**src/rtl/mem_port_arbiter.sv**
```systemverilog
// mem_port_arbiter
//   Shares one single-ported RAM between an instruction-fetch port and a
//   data port, and diverts data accesses at or above UART_BASE to a byte
//   UART. Data has priority over fetch, but fetch can be denied for no more
//   than STARVE_LIMIT consecutive cycles while it keeps requesting.
//
//   state     | meaning
//   ----------+-----------------------------------------------------------
//   IDLE      | arbitrate fetch vs. data each cycle; UART loads answered
//   UART_WAIT | UART byte offered and held; data port stalled, fetch free
//
// Ports
//   clk, reset          clock, synchronous active-low reset
//   if_*                fetch port: req/addr(word) in, gnt/rvalid/rdata out
//   d_*                 data port: req/we/addr(byte)/wdata/be in,
//                       gnt/rvalid/rdata out
//   mem_*               RAM port: en/we/addr(word)/wdata/be out, rdata in
//                       (rdata valid one cycle after a read strobe)
//   uart_valid/wdata    byte offer to the UART, uart_ready accepts it
module mem_port_arbiter #(
  parameter logic [31:0] UART_BASE    = 32'h10000004,
  parameter int unsigned STARVE_LIMIT = 4
) (
  input  logic        clk,
  input  logic        reset,
  input  logic        if_req,
  input  logic [31:0] if_addr,
  output logic        if_gnt,
  output logic        if_rvalid,
  output logic [31:0] if_rdata,
  input  logic        d_req,
  input  logic        d_we,
  input  logic [31:0] d_addr,
  input  logic [31:0] d_wdata,
  input  logic [3:0]  d_be,
  output logic        d_gnt,
  output logic        d_rvalid,
  output logic [31:0] d_rdata,
  output logic        mem_en,
  output logic        mem_we,
  output logic [31:0] mem_addr,
  output logic [31:0] mem_wdata,
  output logic [3:0]  mem_be,
  input  logic [31:0] mem_rdata,
  output logic        uart_valid,
  output logic [7:0]  uart_wdata,
  input  logic        uart_ready
);

  // Wide enough to hold STARVE_LIMIT (at least one bit even for a limit of 0).
  localparam int unsigned SW = $clog2(STARVE_LIMIT + 2);

  typedef enum logic {IDLE, UART_WAIT} state_t;

  state_t        state, state_next;
  logic [SW-1:0] starve_cnt;
  logic          if_pend, d_pend, d_pend_uart;
  logic          d_uart, d_ram_req, starve_max, d_ram_gnt;

  assign d_uart     = (d_addr >= UART_BASE);
  assign d_ram_req  = d_req && !d_uart;
  assign starve_max = (starve_cnt == SW'(STARVE_LIMIT));

  always_comb begin
    state_next = state;
    if_gnt     = 1'b0;
    d_gnt      = 1'b0;
    d_ram_gnt  = 1'b0;
    mem_en     = 1'b0;
    mem_we     = 1'b0;
    mem_addr   = 32'h0;
    mem_wdata  = 32'h0;
    mem_be     = 4'h0;
    if (reset) begin
      case (state)
        IDLE: begin
          // UART accesses never touch the RAM, so fetch may run alongside them.
          if (d_req && d_uart) begin
            if (d_we) state_next = UART_WAIT;
            else      d_gnt      = 1'b1;
          end
          if (if_req && (!d_ram_req || starve_max)) begin
            if_gnt = 1'b1;
          end else if (d_ram_req) begin
            d_gnt     = 1'b1;
            d_ram_gnt = 1'b1;
          end
        end
        UART_WAIT: begin
          if_gnt = if_req;
          if (uart_ready) begin
            d_gnt      = 1'b1;
            state_next = IDLE;
          end
        end
        default: state_next = IDLE;
      endcase
      if (if_gnt) begin
        mem_en   = 1'b1;
        mem_addr = if_addr;
        mem_be   = 4'hF;
      end else if (d_ram_gnt) begin
        mem_en    = 1'b1;
        mem_we    = d_we;
        mem_addr  = {2'b00, d_addr[31:2]};
        mem_wdata = d_wdata;
        mem_be    = d_be;
      end
    end
  end

  always_ff @(posedge clk) begin
    if (!reset) begin
      state       <= IDLE;
      starve_cnt  <= '0;
      if_pend     <= 1'b0;
      d_pend      <= 1'b0;
      d_pend_uart <= 1'b0;
      uart_wdata  <= 8'h0;
    end else begin
      state       <= state_next;
      if_pend     <= if_gnt;
      d_pend      <= d_gnt && !d_we;
      d_pend_uart <= d_uart;
      if (state == IDLE && state_next == UART_WAIT) uart_wdata <= d_wdata[7:0];
      if (!if_req || if_gnt || state == UART_WAIT) starve_cnt <= '0;
      else if (!starve_max)                        starve_cnt <= starve_cnt + 1'b1;
    end
  end

  assign uart_valid = (state == UART_WAIT);
  assign if_rvalid  = if_pend;
  assign d_rvalid   = d_pend;
  assign if_rdata   = if_pend ? mem_rdata : 32'h0;
  // UART loads return zero even though the RAM read bus may carry a fetch.
  assign d_rdata    = (d_pend && !d_pend_uart) ? mem_rdata : 32'h0;

endmodule

```
**config.mk**
```make
export PLATFORM = sky130hd
export DESIGN_NAME = mem_port_arbiter
export DESIGN_NICKNAME = d
export VERILOG_FILES = /design/src/rtl/mem_port_arbiter.sv
export SDC_FILE = /design/constraint.sdc
export NUM_CORES = 1
export LEC_CHECK = 0
export BUFFER_PORTS_ARGS = -buffer_cell sky130_fd_sc_hd__buf_4
export CORE_AREA = 2 2 111 113
export DETAILED_ROUTE_END_ITERATION = 10
export DIE_AREA = 0 0 113 115
export SLEW_MARGIN = 40
export SYNTH_ARGS = -nofsm -noshare
export SYNTH_HDL_FRONTEND = slang
export SYNTH_SLANG_ARGS = --single-unit
```
**constraint.sdc**
```tcl
create_clock -name clk -period 4.9 [get_ports clk]
set_clock_uncertainty 0.15 [all_clocks]
set_input_delay 0.49 -clock clk [delete_from_list [all_inputs] [get_ports clk]]
set_output_delay 0.49 -clock clk [all_outputs]
set_load 0.1 [all_outputs]
```
* Word level (Yosys, flattened, before mapping)
Index checks and enable logic that the tools add are counted. W data, S select, Z words.
Storage, ports and cells: register bits after elaboration 15, input bits 138, output and inout port bits 147, logic and storage cells 63
Operators by class: add/subtract/negate cells 1, magnitude comparators 1, equality and inequality tests 1, mux-type cells 37, bitwise gates (word level) 2, reductions and logical operators 15
Operator list (number):
- $mux W32 | 7
- $ge A32 B29 Y1 const B | 1
- $mux W30 | 1
- $mux W1 | 23
- $mux W4 | 3
- $logic_and A1 B1 Y1 | 6
- $pmux W1 S2 | 3
- $logic_not A1 Y1 | 5
- $add A3 B1 Y3 const B | 1
- $eq A3 B3 Y1 const B | 1
- $logic_or A1 B1 Y1 | 3
- $not A1 Y1 | 2
- $reduce_or A2 Y1 | 1

* Depth between registers and ports, before layout
depth in word-level cells 13, depth in mapped cells 7, mapped depth without buffers 6

* Worst setup path after synthesis
OpenSTA, ideal clock, no wires.
path type flip-flop to output port, start point register state, in the netlist uart_valid, end point output mem_addr[27], arrival time 2.918 ns, data required time 4.260 ns, setup slack 1.342 ns, cell stages (with the launch flop) 6, path buffers 2, cells stage by stage dfxtp_1 > nor2b_1 > a31oi_1 > buf_4 > buf_2 > and2_1
On the way: longest elaborated chain between the ends 5, elaborated cells between the ends (all ways) 8
Ends and longest elaborated chain:
- start, declared | RTL line 55 | state_t state, state_next;
- start signal, assigned | RTL line 121 | state <= state_next;
- $not A1 Y1 or $mux W1 (tied branches)
- $pmux W1 S2 or $mux W1 (tied branches) | RTL line 75, 74
- $mux W1 or $mux W30 (tied branches) | RTL line 74, 102
- $mux W32 * | RTL line 98 | if (if_gnt) begin
- $mux W32 * | RTL line 74 | if (reset) begin
- end, declared | RTL line 41 | output logic [31:0] mem_addr,
Every way passes the cells marked *; elsewhere a longest branch is shown, timed or not. The select of a mux whose other input is x is not followed.

* Worst setup path in the final report
start point input d_addr[5], end point output mem_addr[13]
On the way: longest elaborated chain between the ends 12, elaborated cells between the ends (all ways) 16
Ends and longest elaborated chain:
- start, declared | RTL line 33 | input logic [31:0] d_addr,
- $ge A32 B29 Y1 * | RTL line 60 | assign d_uart = (d_addr >= UART_BASE);
- $logic_not A1 Y1 * | RTL line 61 | assign d_ram_req = d_req && !d_uart;
- $logic_and A1 B1 Y1 * | RTL line 61
- $logic_not A1 Y1 | RTL line 82 | if (if_req && (!d_ram_req || starve_max)) begin
- $logic_or A1 B1 Y1 | RTL line 82
- $logic_and A1 B1 Y1 | RTL line 82
- $mux W1 | RTL line 82
- $mux W1 | RTL line 75 | case (state)
- $mux W1 | RTL line 74
- $mux W30 | RTL line 102 | end else if (d_ram_gnt) begin
- $mux W32 * | RTL line 98
- $mux W32 * | RTL line 74
Marked as above.

==> flow_summary.toml <==
[place]
globalplace.congestion = 0.822
dp_hpwl_um = 7810
portBuffers = 282

[layout]
area_delta_synth_final_pct = 131
drive_above_1_share_pct = 57.7
diodes = 0
fillers = 1269
fin_nets = 654

[logic_synthesis]
yosys.area.top_type_share_pct = 36.5
synth_cell_types = 28
async_flop_share_pct = 0
ys_seq_elements = 15
synth_edf_count = 0
muxShareOfSynthArea_pct = 5.10
synth_top_family_by_area = "simple AND/OR/NAND/NOR gates"
yosysSeqAreaShare_pct = 17.0
yosysMostFrequentCell = "and2_1"
synth-main-ff-cell = "dfxtp_1"
syn_area_per_cell_sq_um = 7.33
synth_simple_gate_area_share_pct = 48.9
synth_fa_ha_area_share_pct = 1.42
syn_nets = 381
syn-instance-count = 241
netlist_top_cells_count = "103 x and2_1, 27 x a22o_1, 15 x dfxtp_1"
yosys-top-cells-area = "and2_1 36%, dfxtp_1 17%, a22o_1 13%"
synth_warnings = 0
synthXorXnorAreaFrac_pct = 0
synth_top_area_cell = "and2_1"
synth_compound_area_share_pct = 18.6
syn-cell-area_sq_um = 1770

[die]
die_x_um = 113
boundaryPins = 285
initial_core_util_pct = 14.9
die_h_um = 115
coreArea_sq_um = 11800
die-area_sq_um = 13000
num_rows = 40

[sta]
setup_tns_ps = 0
max_slew_margin_pct = 56.2
fin_crit_sh_pct = 82.2
setup_viol = 0
min_period_ps = 4030
fmax_mhz = 248
finalMaxSlewViolations = 0
rsz0062_at_grt = "no"
hold_viol_final = 0
tightest_slew_ps = 658

[job]
max-cap-violations = 0

[global_routing]
track_usage_pct = 12.2
grt-ovfl-total = 0
grt_max_degree = 43
top_usage_layer = "met2"
grt_pass1_vias = 2477
grt.met2_usage_pct = 23.2
grt_first_pass_wirelength_um = 13000
grt_antenna_before_repair = 0
grt_util_met3_pct = 2.42
use_met1_pct = 14.3

[clocking]
cts_resized = 0
clockRootBuffer = "clkbuf_16"
clk_pin_slew_ps = 50
clk_latency_ps = 240
cts_made_buffers = 3
cts_hold_buf = 0
htreeDepth = 1
post_cts_buffers = 0
cts.sinks = 15
cts_tree = "built"
cts.path.max_buffers = 2

[outcome]
violations = "design-rule violations"
status = "finished, violations left"

[critical_path]
worst_setup_path_end_kind = "output port"
path_max_fanout = 42
cp.arrival_ps = 3390
critPathKind = "primary input to output port"
cpMostUsedCell = "buf_4"
cp-start-kind = "primary input"
cp_slowest_cell = "and3_2"
crit_required_ps = 4260
critPathMaxStageDelay_ps = 690
critical_path.cell_chain = "buf_4 > nor4_1 > nand4_1 > o21ai_4 > and3_2 > buf_4 > a22o_1 > buf_4"

[pwr]
ir_worst_vdd_mv = 0.127
power.density_nw_per_um2 = 190
total_power_uw = 777
p_leak_nw = 2.27

[drt]
via_per_inst = 4.06
drc = 20
wl_um = 9130
drtIter0Drc = 114
vias = 2680
first_pass_iters = 7
drtAntennaViolNets = 0
routedWlPerCell_um = 13.8

[min_path]
hold_path_class = "register to register"
## worst max-delay path, delay by kind of cell
| kind | cells | cell delay [ps] |
|---|---|---|
| AOI/OAI and AO/OA | 2 | 550 |
| buffers and inverters | 3 | 720 |
| and+or+nand+nor | 3 | 1600 |
## worst paths after layout
| path | startpoint | to | slack, ps | depth (start not counted) |
|---|---|---|---|---|
| hold reg to reg | starve_cnt[0]$_SDFFE_PP0P_ | starve_cnt[0]$_SDFFE_PP0P_ | 300 | 1 |
| setup reg to reg | uart_valid$_SDFF_PN0_ | uart_wdata[7]$_SDFFE_PN0P_ | 3060 | 4 |
| setup / recovery | d_addr[5] | mem_addr[13] | 870 | 8 |
| hold / removal | starve_cnt[0]$_SDFFE_PP0P_ | starve_cnt[0]$_SDFFE_PP0P_ | 300 | 1 |
## state kept, by name (all words and copies together) (netlist names)
| register | flops |
|---|---|
| starve_cnt | 3 |
| d_pend_uart | 1 |
| if_rvalid | 1 |
| uart_valid | 1 |
| uart_wdata | 8 |
| d_rvalid | 1 |
## layout make-up
| class | count | area, sq um | area share [%] |
|---|---|---|---|
| Timing Repair Buffer | 286 | 2150 | 52.7 |
| Tap cell | 147 | 184 | 4.50 |
| Clock buffer | 4 | 78.8 | 1.93 |
| Sequential cell | 15 | 302 | 7.38 |
| Multi-Input combinational cell | 196 | 1320 | 32.4 |
| Inverter | 12 | 45.0 | 1.10 |
## layout by cell type, fill, tap and decap left out, types with 2 or more instances in the layout
master	count
nand2b_1	2
ha_1	2
buf_4	285
a22o_1	27
dfxtp_1	14
inv_1	12
a21o_1	4
nor2b_1	2
clkbuf_16	3
nand2_1	12
mux2i_1	9
and2_1	103
nand4_1	3
nor4_1	6
nand3_1	5
nor2_1	9
## per-layer routing
| metal | part of all wire (%) | vias up | wire length, um |
|---|---|---|---|
| met5 | 0 | - | 0 |
| met3 | 8.8 | 2 | 806 |
| met4 | 0.16 | 0 | 15 |
| met1 | 38 | 1207 | 3450 |
| li1 | - | 1347 | - |
| met2 | 53 | 124 | 4860 |
## where the power goes
group          switching (mW)  internal (mW)  total, mW  leakage [nW]
Clock                  0.0476          0.110      0.158        0.0382
Combinational           0.342          0.142      0.485          2.11
Sequential            0.00633          0.128      0.134         0.123
Total                   0.396          0.380      0.777          2.27
## stage by stage
step	setup WS, ps	utilization [%]	area (sq um)	cells	hold WS (ps)
finish	870	34.6	4090	660	298
global route	727	34.6	4090	660	322
CTS	864	34.6	4090	660	301
detailed placement	878	33.9	4010	656	294
global placement	938	33.8	3990	655	280
floorplan	1340	-	1770	241	267
## cells by family (layout without fill, tap and decap cells)
| group | Yosys count | after routing |
|---|---|---|
| simple gates | 147 | 147 |
| flops | 15 | 15 |
| fa+ha+maj | 2 | 2 |
| buf+inv | 30 | 302 |
| compound gates | 38 | 38 |
| mux | 9 | 9 |
No activity file was read; power rests on OpenSTA's default activity.
